--- src/rtl/clock_pkg.sv ---
// -----------------------------------------------------------------------------
// clock_pkg
// Shared types and constants for the calendar/time display path.
//   bcd_state_t    : sequencer states of the binary-to-BCD converter
//   BCD_DIGIT_W    : bits per packed BCD digit
//   BCD_NINE       : largest BCD digit, used to saturate on overflow
//   max_bcd_value(): largest value representable in a given number of digits
// -----------------------------------------------------------------------------
package clock_pkg;

    typedef enum logic [1:0] {
        IDLE  = 2'd0,
        SHIFT = 2'd1,
        DONE  = 2'd2
    } bcd_state_t;

    localparam int         BCD_DIGIT_W = 4;
    localparam logic [3:0] BCD_NINE    = 4'h9;

    // 10^digits - 1, evaluated at elaboration time for parameterised limits
    function automatic int unsigned max_bcd_value(input int digits);
        int unsigned v;
        v = 32'd1;
        for (int i = 0; i < digits; i++) begin
            v = v * 32'd10;
        end
        return v - 32'd1;
    endfunction

endpackage

--- src/rtl/bin_to_bcd_seq_if.sv ---
// -----------------------------------------------------------------------------
// bin_to_bcd_seq_if
// Input and output valid/ready channels of the binary-to-BCD converter.
//   in_valid/in_ready/in_bin          : binary value offered by the producer
//   out_valid/out_ready/out_bcd/out_ovf: packed BCD result and overflow flag
// Modports: master = producer/consumer side, slave = converter side.
// -----------------------------------------------------------------------------
interface bin_to_bcd_seq_if
    import clock_pkg::*;
#(
    parameter int IN_W   = 14,
    parameter int DIGITS = 4
);
    logic                          in_valid;
    logic                          in_ready;
    logic [IN_W-1:0]               in_bin;
    logic                          out_valid;
    logic                          out_ready;
    logic [BCD_DIGIT_W*DIGITS-1:0] out_bcd;
    logic                          out_ovf;

    modport master (
        output in_valid, in_bin, out_ready,
        input  in_ready, out_valid, out_bcd, out_ovf
    );

    modport slave (
        input  in_valid, in_bin, out_ready,
        output in_ready, out_valid, out_bcd, out_ovf
    );
endinterface

--- src/rtl/bin_to_bcd_seq_digit_adj.sv ---
// -----------------------------------------------------------------------------
// bcd_digit_adj
// Combinational "add 3 if >= 5" correction for one BCD digit, applied before
// each left shift so that a digit reaching 10 carries into the next decade.
//   digit_in  : current accumulator digit
//   digit_out : corrected digit
// -----------------------------------------------------------------------------
module bcd_digit_adj
    import clock_pkg::*;
(
    input  logic [BCD_DIGIT_W-1:0] digit_in,
    output logic [BCD_DIGIT_W-1:0] digit_out
);

    // Digit correction ahead of the doubling shift
    always_comb begin
        digit_out = digit_in;
        if (digit_in >= 4'd5) begin
            digit_out = digit_in + 4'd3;
        end else begin
            digit_out = digit_in;
        end
    end

endmodule

--- src/rtl/bin_to_bcd_seq.sv ---
// -----------------------------------------------------------------------------
// bin_to_bcd_seq
// Sequential shift-and-add-3 binary-to-BCD converter, one input bit per cycle.
// Results above 10^DIGITS-1 saturate to all nines and raise out_ovf.
//   clk    : rising-edge clock
//   rst_n  : asynchronous active-low reset
//   bus    : slave side of bin_to_bcd_seq_if (in_* accept channel,
//            out_* result channel, both valid/ready)
// Latency is IN_W cycles from acceptance to out_valid.
// -----------------------------------------------------------------------------
module bin_to_bcd_seq
    import clock_pkg::*;
#(
    parameter int IN_W   = 14,
    parameter int DIGITS = 4
)(
    input  logic                   clk,
    input  logic                   rst_n,
    bin_to_bcd_seq_if.slave        bus
);

    localparam int                 ACC_W     = BCD_DIGIT_W * DIGITS;
    localparam int                 CNT_W     = $clog2(IN_W + 1);
    localparam int unsigned        MAX_VAL   = max_bcd_value(DIGITS);
    localparam logic [ACC_W-1:0]   ALL_NINES = {DIGITS{BCD_NINE}};

    bcd_state_t         state_r;
    logic [IN_W-1:0]    shift_r;
    logic [ACC_W-1:0]   acc_r;
    logic [CNT_W-1:0]   cnt_r;
    logic               ovf_r;
    logic [ACC_W-1:0]   out_bcd_r;
    logic               out_ovf_r;

    logic [ACC_W-1:0]   adj_s;
    logic [ACC_W-1:0]   acc_next_s;
    logic               ovf_in_s;
    logic               unused_top_s;

    for (genvar g = 0; g < DIGITS; g++) begin : g_adj
        bcd_digit_adj u_adj (
            .digit_in  (acc_r[g*BCD_DIGIT_W +: BCD_DIGIT_W]),
            .digit_out (adj_s[g*BCD_DIGIT_W +: BCD_DIGIT_W])
        );
    end

    // Corrected digits doubled, next binary MSB entering at bit 0; the bit
    // leaving the top digit only matters on overflow, which saturates anyway
    assign acc_next_s   = {adj_s[ACC_W-2:0], shift_r[IN_W-1]};
    assign unused_top_s = adj_s[ACC_W-1];

    // Overflow is decided once on acceptance, from the full-width input
    assign ovf_in_s = (32'(bus.in_bin) > MAX_VAL);

    assign bus.in_ready  = (state_r == IDLE);
    assign bus.out_valid = (state_r == DONE);
    assign bus.out_bcd   = out_bcd_r;
    assign bus.out_ovf   = out_ovf_r;

    // Conversion sequencer: load, IN_W correct-and-shift steps, hold result until taken
    always_ff @(posedge clk or negedge rst_n) begin
        if (!rst_n) begin
            state_r   <= IDLE;
            shift_r   <= '0;
            acc_r     <= '0;
            cnt_r     <= '0;
            ovf_r     <= 1'b0;
            out_bcd_r <= '0;
            out_ovf_r <= 1'b0;
        end else begin
            case (state_r)
                IDLE: begin
                    if (bus.in_valid) begin
                        shift_r <= bus.in_bin;
                        acc_r   <= '0;
                        ovf_r   <= ovf_in_s;
                        cnt_r   <= CNT_W'(IN_W);
                        state_r <= SHIFT;
                    end
                end
                SHIFT: begin
                    acc_r   <= acc_next_s;
                    shift_r <= shift_r << 1'b1;
                    cnt_r   <= cnt_r - CNT_W'(1);
                    if (cnt_r == CNT_W'(1)) begin
                        out_bcd_r <= ovf_r ? ALL_NINES : acc_next_s;
                        out_ovf_r <= ovf_r;
                        state_r   <= DONE;
                    end
                end
                DONE: begin
                    if (bus.out_ready) begin
                        state_r <= IDLE;
                    end
                end
                default: begin
                    state_r <= IDLE;
                end
            endcase
        end
    end

endmodule
--- src/flat_wrapper.sv ---
// flat-port wrapper written by rule: the top's interface ports become plain ports
module bin_to_bcd_seq_flat import clock_pkg::*;
#(
    parameter int IN_W   = 14,
    parameter int DIGITS = 4
)
  (clk, rst_n, bus_in_valid, bus_in_bin, bus_out_ready, bus_in_ready, bus_out_valid, bus_out_bcd, bus_out_ovf);
  bin_to_bcd_seq_if #(.IN_W(IN_W), .DIGITS(DIGITS)) bus_i ();
  input  logic clk;
  input  logic rst_n;
  input wire logic [$bits(bus_i.in_valid)-1:0] bus_in_valid;
  input wire logic [$bits(bus_i.in_bin)-1:0] bus_in_bin;
  input wire logic [$bits(bus_i.out_ready)-1:0] bus_out_ready;
  output wire logic [$bits(bus_i.in_ready)-1:0] bus_in_ready;
  output wire logic [$bits(bus_i.out_valid)-1:0] bus_out_valid;
  output wire logic [$bits(bus_i.out_bcd)-1:0] bus_out_bcd;
  output wire logic [$bits(bus_i.out_ovf)-1:0] bus_out_ovf;
  assign bus_i.in_valid = bus_in_valid;
  assign bus_i.in_bin = bus_in_bin;
  assign bus_i.out_ready = bus_out_ready;
  assign bus_in_ready = bus_i.in_ready;
  assign bus_out_valid = bus_i.out_valid;
  assign bus_out_bcd = bus_i.out_bcd;
  assign bus_out_ovf = bus_i.out_ovf;
  bin_to_bcd_seq #(.IN_W(IN_W), .DIGITS(DIGITS)) u_core (.clk(clk), .rst_n(rst_n), .bus(bus_i));
endmodule
--- config.mk ---
export PLATFORM = sky130hd
export DESIGN_NAME = bin_to_bcd_seq_flat
export DESIGN_NICKNAME = d
export VERILOG_FILES = /design/src/rtl/clock_pkg.sv /design/src/rtl/bin_to_bcd_seq_if.sv /design/src/rtl/bin_to_bcd_seq_digit_adj.sv /design/src/rtl/bin_to_bcd_seq.sv /design/src/flat_wrapper.sv
export SDC_FILE = /design/constraint.sdc
export NUM_CORES = 1
export LEC_CHECK = 0
export ABC_AREA = 1
export BUFFER_PORTS_ARGS = -buffer_cell sky130_fd_sc_hd__clkbuf_2
export CORE_AREA = 2 2 74 76
export CTS_CLUSTER_DIAMETER = 150
export CTS_CLUSTER_SIZE = 12
export DETAILED_ROUTE_END_ITERATION = 8
export DIE_AREA = 0 0 76 78
export PLACE_DENSITY = 0.74
export SLEW_MARGIN = 10
export SYNTH_ARGS = -nofsm -noshare
export SYNTH_HDL_FRONTEND = slang
export SYNTH_SLANG_ARGS = --single-unit
--- constraint.sdc ---
create_clock -name clk -period 1.5 [get_ports clk]
set_input_delay 0.3 -clock clk [delete_from_list [all_inputs] [get_ports clk]]
set_output_delay 0.3 -clock clk [all_outputs]
set_load 0.02 [all_outputs]
==> results of run 1 <==
==> critical path: stages (launching register included) <==
cell	delay, ns
dfrtp_2	0.44
inv_1	0.10
nor2_1	0.09
clkbuf_2	0.17
==> how the worst min path moves through the flow <==
stage / to / slack [ns]
6_report: u_core.state_r[1] / 0.18
3_3_place_gp: u_core.bus.out_bcd[5] / 0.32
4_1_cts: u_core.state_r[1] / 0.16
2_1_floorplan: u_core.acc_r[0] / 0.004
3_5_place_dp: u_core.bus.out_bcd[5] / 0.32
5_1_grt: u_core.state_r[1] / 0.17
==> report_power, final <==
group	total (uW)	internal, uW	switching, uW
clock network	965	492	473
registers	2600	2150	443
logic	3510	1290	2220
==> final cells by class <==
cell class,count,area [um^2]
timing repair buffer,44,268
sequential,54,1350
tap,70,87.6
clock inverter,3,40.0
multi-input combinational,232,1160
clock buffer,5,68.8
inverter,40,150
fill,446,1920
==> through the flow <==
stage	power (uW)	setup WS, ns	cells	util (%)
after floorplan	5150	0.242	336	-
after global placement	6000	0.202	439	59.5
after detailed placement	6130	0.162	439	59.5
after CTS	7110	0.0364	448	61.9
after global routing	7780	0.00327	448	61.9
final	7070	0.0956	448	61.9
==> timing repair <==
item / 4_1_cts / 5_1_grt
endpoints found under the setup margin: 0 / 12
endpoints found under the hold margin: 54 / 0
hold buffers: 1 / 0
resized for setup: 0 / 4
==> synth_stat cells (all sizes together) <==
cell type | instances | area [um^2]
xnor2 | 1 | 8.76
nand4 | 4 | 25.0
o31ai | 1 | 7.51
o211ai | 9 | 67.6
or2 | 1 | 6.26
dfrtp | 54 | 1350
nor3 | 1 | 5.00
ha | 10 | 125
nand3 | 19 | 100
clkbuf | 2 | 7.51
a21oi | 8 | 40.0
a22oi | 1 | 7.51
nand3b | 1 | 7.51
o21a | 2 | 15.0
nor2 | 21 | 110
o21ai | 26 | 134
inv | 40 | 150
buf | 8 | 41.3
a2bb2oi | 1 | 8.76
o22ai | 5 | 31.3
nand2 | 121 | 454
==> sequential cells by signal, summed over array words and instances (netlist names) <==
register            count
u_core.ovf_r            1
u_core.acc_r           16
u_core.bus.out_ovf      1
u_core.cnt_r            4
u_core.shift_r         14
u_core.state_r          2
u_core.bus.out_bcd     16
==> metal layers <==
layer | track usage [%] | up-vias | share of wire [%]
li1 | - | 1160 | -
met4 | 6.73 | 0 | 1.3
met1 | 26.2 | 1044 | 49
met3 | 3.60 | 8 | 3.9
met2 | 32.6 | 49 | 46
met5 | 0 | - | 0
==> kinds of logic (layout without fill, tap and decap cells) <==
| logic type | count (synthesis) | after routing |
|---|---|---|
| XOR/XNOR | 1 | 1 |
| AO/OA/AOI/OAI | 53 | 53 |
| adder cells (fa/ha/maj) | 10 | 10 |
| flip-flops | 54 | 54 |
| buffers and inverters | 50 | 92 |
| AND/OR/NAND/NOR | 168 | 168 |
==> results.toml, run 1 <==
[finish]
drive_above_1_share_pct = 16.1
fin_nets = 405
layout_common_cells = "nand2_1, dfrtp_1, inv_1"
antenna_cells = 0
area_growth_pct = 15.5
final_common_cell = "nand2_1"
final_area_um2 = 3120

[die]
die_area_um2 = 5930
initial_core_util_pct = 53.6
ios = 37
die_h_um = 78
rows = 26
core_area_um2 = 5040
die_w_um = 76

[pwr]
leakage_uw = 0.00169
power.density_nw_per_um2 = 2260
ir_drop_uv = 1010

[min_path]
hold_path.class = "primary input to register"
hp-start = "bus_out_ready"
holdPathStages = 2

[global_routing]
grt_pass1_vias = 2103
grt_overflow = 0
grt_max_degree = 55
grt_pass1_wl_um = 9410
antenna_found_initial = 0
track_usage_pct = 19.7

[setup_path]
cp_max_fo = 3
path_class = "register to primary output"
crit_path_end = "bus_out_valid"
r2r_end = "u_core.acc_r[8]"
r2r_start = "u_core.acc_r[4]"
ff2ff_path_depth = 7
cp-end-kind = "primary output"
ff2ff_setup_slack_ns = 0.13
startpoint_type = "register"
worstPathArrival_ns = 1.10
critPathLaunch = "u_core.state_r[1]"
worstPathRequired_ns = 1.20

[timing]
worstMarginPinSlew_ns = 0.358
fin_tns_setup_ns = 0
skew_ns = 0.00530
finalHoldViolCount = 0
layout_min_cycle_time_ns = 1.40
timing.hold.ws_ns = 0.175
rsz0062_at_grt = "false"
post-route-period-util_pct = 93.6
setup_viol = 0
relSlewSlack_pct = 76.1
drv_slew = 0
max_freq_mhz = 712

[route]
totalWireLength_um = 5360
first_pass_iters = 4
drt-initial-drc-count = 189
avgRoutedWirePerCell_um = 12.0
via_per_inst = 5.05
ant_nets = 0
drc = 0
vias = 2261

[logic_synthesis]
synthSimpleGateAreaFrac_pct = 26.2
synth_cells = 336
synth_top_family_by_area = "simple AND/OR/NAND/NOR gates"
avgSynthCellArea_um2 = 8.05
yosysSeqAreaShare_pct = 50.0
yosys_warnings = 0
muxShareOfSynthArea_pct = 0
synthXorXnorAreaFrac_pct = 0.324
synth-compound-area-share_pct = 11.5
ys_ff_latch = 54
synth_fa_ha_area_share_pct = 4.63
ys_types = 29
syn_nets = 364
synthesis.area_um2 = 2700

[clocking]
cts_made_buffers = 5
cts_setup_buffers = 0
tritoncts = "yes"
cts.sinks = 54
htree_levels = 2
clkTransAtPathRegs_ns = 0.09
cts_root_buf = "clkbuf_8"
insertion_delay_ns = 0.31
cts_max_path_buffers = 2

[place]
place_area_um2 = 3000
dpl.hpwl_um = 3750
gp_congestion = 0.825
io_buffers = 36

[flow_run]
maxCapViolCount = 0

[run_status]
status = "finished clean"
(Power assumes the default switching activity.)
==> run 2: changes to the inputs <==
--- a/config.mk
+++ b/config.mk
@@ -12,6 +12,7 @@
 export CTS_CLUSTER_SIZE = 12
 export DETAILED_ROUTE_END_ITERATION = 8
 export DIE_AREA = 0 0 76 78
+export MAX_ROUTING_LAYER = met4
 export PLACE_DENSITY = 0.74
 export SLEW_MARGIN = 10
 export SYNTH_ARGS = -nofsm -noshare
==> results.toml, run 2 (same netlist as run 1, synthesis figures left out) <==
[flow_run]
maxCapViolCount = 0

[setup_path]
r2r_start = "u_core.acc_r[4]"
worstPathRequired_ns = 1.20
critPathMaxStageDelay_ns = 0.45
cp-end-kind = "primary output"
ff2ff_setup_slack_ns = 0.11
crit_chain = "nor2_2 > clkbuf_2"
cpMaxStageDelayCell = "dfrtp_1"
ff2ff_path_depth = 7
path_class = "register to primary output"
worstPathArrival_ns = 1.11
r2r_end = "u_core.acc_r[8]"
cp_max_fo = 5
startpoint_type = "register"

[clocking]
cts.sinks = 54
cts_made_buffers = 5
insertion_delay_ns = 0.31
cts_setup_buffers = 0
htree_levels = 2
cts_max_path_buffers = 2
clkTransAtPathRegs_ns = 0.09
cts_root_buf = "clkbuf_8"
tritoncts = "yes"

[die]
rows = 26
die_h_um = 78
ios = 37
initial_core_util_pct = 53.6
core_area_um2 = 5040
die_area_um2 = 5930
die_w_um = 76

[route]
via_per_inst = 5.01
wl_met3_um = 217
drc = 0
top_layer_used = "met4"
avgRoutedWirePerCell_um = 12.0
totalWireLength_um = 5360
drt-initial-drc-count = 189
vias = 2246
wl_met1_um = 2630
first_pass_iters = 4
wl_met2_um = 2430
ant_nets = 0

[timing]
relSlewSlack_pct = 76.2
post-route-period-util_pct = 93.7
rsz0062_at_grt = "false"
skew_ns = 0.00492
max_freq_mhz = 712
fin_tns_setup_ns = 0
setup_viol = 0
worstMarginPinSlew_ns = 0.357
layout_min_cycle_time_ns = 1.41
drv_slew = 0
finalHoldViolCount = 0

[global_routing]
grt_pass1_vias = 2105
grt_overflow = 0
grt_pass1_wl_um = 9400
grt_max_degree = 55
track_usage_pct = 20.2
antenna_found_initial = 0

[finish]
final_common_cell = "nand2_1"
drive_above_1_share_pct = 16.1
final_util_pct = 61.9
layout_common_cells = "nand2_1, dfrtp_1, inv_1"
area_growth_pct = 15.5
nFillCells = 446
fin_nets = 405
antenna_cells = 0

[min_path]
holdPathStages = 2
hold_path.class = "primary input to register"
holdPathEnd = "u_core.state_r[1]"
hp-start = "bus_out_ready"

[place]
io_buffers = 36
dpl.hpwl_um = 3750
gp_congestion = 0.838

[pwr]
leakage_uw = 0.00169
power.density_nw_per_um2 = 2260
ir_drop_uv = 1010

[run_status]
status = "finished clean"
## run 2: cell counts in the layout (fill, tap and decap cells not counted)
No cell type changed its count.
## run 2: report_power, final
part | switching [uW] | internal (uW)
registers | 444 | 2150
logic | 2210 | 1290
clock network | 474 | 492
## run 2: area by class of cell
cell class	instances	area, um^2	share of cell area (%)
Sequential cell	54	1350	43.3
Multi-Input combinational cell	232	1160	37.0
Timing Repair Buffer	44	268	8.57
Inverter	40	150	4.81
Tap cell	70	87.6	2.80
Clock buffer	5	68.8	2.20
Clock inverter	3	40.0	1.28
## run 2: per-stage QoR
step / area, um^2 / total power [uW] / hold WS [ns] / instances / worst slack, ns
finish: 3120 / 7070 / 0.175 / 448 / 0.0949
global route: 3120 / 7780 / 0.172 / 448 / 0.00328
CTS: 3120 / 7110 / 0.158 / 448 / 0.0364
detailed placement: 3000 / 6130 / 0.322 / 439 / 0.162
global placement: 3000 / 6000 / 0.323 / 439 / 0.202
floorplan: 2700 / 5150 / 0.00441 / 336 / 0.242
## run 2: repair_timing
action / CTS / global route
hold endpoints to repair: 54 / 0
setup endpoints to repair: 0 / 12
gates resized for setup: 0 / 4
hold buffers: 1 / 0
## run 2: worst max path at each step
stage	cells after the start	end	from	slack (ns)
3_5_place_dp	5	u_core.bus.out_bcd[4]	u_core.cnt_r[1]	0.16
5_1_grt	5	u_core.bus.out_bcd[4]	u_core.cnt_r[1]	0.003
4_1_cts	3	bus_out_valid	u_core.state_r[1]	0.04
6_report	2	bus_in_ready	u_core.state_r[0]	0.09
3_3_place_gp	8	u_core.bus.out_bcd[6]	u_core.acc_r[4]	0.20
2_1_floorplan	5	u_core.ovf_r	u_core.state_r[1]	0.24
## run 2: routing by layer
| layer | GRT usage (%) | vias up |
|---|---|---|
| met3 | 3.60 | 8 |
| met2 | 32.6 | 48 |
| met4 | 6.18 | 0 |
| met5 | - | - |
| met1 | 26.2 | 1029 |
| li1 | - | 1161 |
## run 2: critical path: cells and delay by family (launching register included)
| kind | cells | cell delay, ns |
|---|---|---|
| buffers and inverters | 1 | 0.18 |
| DFF | 1 | 0.45 |
| and+or+nand+nor | 1 | 0.16 |
==> run 3: changes to the inputs <==
--- a/config.mk
+++ b/config.mk
@@ -5,15 +5,14 @@
 export SDC_FILE = /design/constraint.sdc
 export NUM_CORES = 1
 export LEC_CHECK = 0
-export ABC_AREA = 1
 export BUFFER_PORTS_ARGS = -buffer_cell sky130_fd_sc_hd__clkbuf_2
-export CORE_AREA = 2 2 74 76
+export CORE_AREA = 2 2 73 75
 export CTS_CLUSTER_DIAMETER = 150
 export CTS_CLUSTER_SIZE = 12
 export DETAILED_ROUTE_END_ITERATION = 8
-export DIE_AREA = 0 0 76 78
+export DIE_AREA = 0 0 75 77
 export MAX_ROUTING_LAYER = met4
-export PLACE_DENSITY = 0.74
+export PLACE_DENSITY = 0.75
 export SLEW_MARGIN = 10
 export SYNTH_ARGS = -nofsm -noshare
 export SYNTH_HDL_FRONTEND = slang
==> results.toml, run 3 <==
[run_status]
status = "finished clean"

[route]
vias = 2175
drc = 0
drt-initial-drc-count = 123
first_pass_iters = 4
ant_nets = 0
totalWireLength_um = 5680
avgRoutedWirePerCell_um = 13.9
via_per_inst = 5.33

[finish]
layout_common_cells = "dfrtp_1, nand2_1, clkbuf_2"
final_area_um2 = 3370
final_util_pct = 67.8
final_common_cell = "dfrtp_1"
area_growth_pct = 27.8
antenna_cells = 0
fin_nets = 365
drive_above_1_share_pct = 36.1

[setup_path]
cp_max_fo = 4
ff2ff_path_depth = 5
cp-end-kind = "register"
startpoint_type = "register"
ff2ff_setup_slack_ns = 0.05
critPathLaunch = "u_core.acc_r[0]"
worstPathArrival_ns = 1.70
r2r_start = "u_core.acc_r[0]"
worstPathRequired_ns = 1.75
r2r_end = "u_core.bus.out_bcd[2]"
path_class = "register to register"
crit_path_end = "u_core.bus.out_bcd[2]"

[place]
dpl.hpwl_um = 3910
preCtsSetupSlack_ns = -0.0483
place_area_um2 = 3000
io_buffers = 36
gp_congestion = 0.832

[pwr]
leakage_uw = 0.00157
power.density_nw_per_um2 = 2260
power_uw = 7630
ir_drop_uv = 1100

[clocking]
cts.sinks = 54
cts_max_path_buffers = 2
cts_root_buf = "clkbuf_8"
insertion_delay_ns = 0.31
htree_levels = 2
clkTransAtPathRegs_ns = 0.10
cts_made_buffers = 5
tritoncts = "yes"

[logic_synthesis]
avgSynthCellArea_um2 = 9.60
synth_top_family_by_area = "simple AND/OR/NAND/NOR gates"
yosysSeqAreaShare_pct = 51.2
synth_area_leaders = "dfrtp_1, nand2_1, ha_1, o21ai_0, nor2_1"
yosys_warnings = 0
synth-compound-area-share_pct = 15.6
synth_top_cell_by_area = "dfrtp_1"
synthSimpleGateAreaFrac_pct = 19.6
synth_cells = 275
synth_ff_type = "dfrtp_1"
ys_types = 35
muxShareOfSynthArea_pct = 1.61
synth_fa_ha_area_share_pct = 4.74
synthXorXnorAreaFrac_pct = 1.66
synth_top_area_share_pct = 51.2
syn_nets = 303
synth_edf_count = 0
synthesis.area_um2 = 2640
synth_common_cells = "dfrtp_1, nand2_1, nor2_1"
ys_ff_latch = 54
synthArstFlopShare_pct = 100
synth.most_common_cell = "dfrtp_1"

[timing]
rsz0062_at_grt = "true"
setup_viol = 0
finalHoldViolCount = 0
post-route-period-util_pct = 96.9
max_freq_mhz = 688
fin_ws_ns = 0.0461
drv_slew = 0
worstMarginPinSlew_ns = 0.469
skew_ns = 0.00764
layout_min_cycle_time_ns = 1.45
relSlewSlack_pct = 68.6
fin_tns_setup_ns = 0

[die]
ios = 37
core_area_um2 = 4980
rows = 26
die_area_um2 = 5780
die_w_um = 75
die_h_um = 77
initial_core_util_pct = 53.0

[flow_run]
maxCapViolCount = 0

[global_routing]
grt_pass1_vias = 2081
grt_overflow = 0
grt_pass1_wl_um = 9440
antenna_found_initial = 0
grt_max_degree = 41
track_usage_pct = 21.6

[min_path]
hp-start = "bus_out_ready"
hold_path.class = "primary input to register"
-- run 3: cell types whose count changed in the layout (fill, tap and decap cells not counted), moves of 7 or more --
cell and change:
a31oi_1 +13, buf_4 +22, inv_1 -33, nand2_1 -74
nand3_1 -11, nor3_1 +7, o211ai_1 -8
-- run 3: how the worst min path moves through the flow --
stage,to,slack [ns],cells past startpoint
final,u_core.state_r[1],0.18,2
after global placement,u_core.bus.out_bcd[1],0.25,1
after floorplan,u_core.acc_r[0],0.004,0
after global routing,u_core.state_r[1],0.18,2
after detailed placement,u_core.state_r[1],0.25,1
after CTS,u_core.shift_r[0],0.18,3
-- run 3: through the flow --
stage               hold slack [ns]  std cells
finish                        0.181        408
global route                  0.176        408
CTS                           0.185        402
detailed placement            0.252        390
global placement              0.248        390
floorplan                   0.00441        275
-- run 3: layout make-up --
type,count,area [um^2]
Timing Repair Buffer,67,450
Sequential cell,54,1350
Tap cell,70,87.6
Inverter,12,45.0
Fill cell,409,1600
Multi-Input combinational cell,197,1330
Clock inverter,3,40.0
Clock buffer,5,68.8
-- run 3: logic make-up after synthesis --
| family | Yosys count |
|---|---|
| fa+ha+maj | 10 |
| flops | 54 |
| xor+xnor | 5 |
| mux | 4 |
| buf+inv | 25 |
| simple gates | 109 |
| compound gates | 68 |
-- run 3: critical path, stage by stage, from the launching register on --
cell      delay, ns
dfrtp_1        0.42
ha_1           0.20
nand2b_1       0.16
a21oi_2        0.20
mux2i_1        0.25
a22o_1         0.16
-- run 3: repair_timing --
action | in CTS | in global routing
endpoints found under the hold margin | 14 | 0
pin swaps | 1 | 11
endpoints found under the setup margin | 11 | 28
hold buffers | 1 | 0
setup buffers | 3 | 5
cloned | 0 | 1
gates resized for setup | 6 | 46
-- run 3: where the power goes --
part / total [uW] / leakage, uW / switching (uW) / internal (uW)
clock: 974 / 0.0000579 / 482 / 492
combinational: 3950 / 0.000859 / 2080 / 1870
sequential: 2710 / 0.000658 / 567 / 2140
-- run 3: layer usage --
| metal | up-vias | routed length [um] | track usage, % |
|---|---|---|---|
| met2 | 54 | 2840 | 32.3 |
| met3 | 6 | 282 | 3.68 |
| met5 | - | 0 | - |
| li1 | 1071 | - | - |
| met4 | 0 | 68 | 8.21 |
| met1 | 1044 | 2480 | 29.3 |
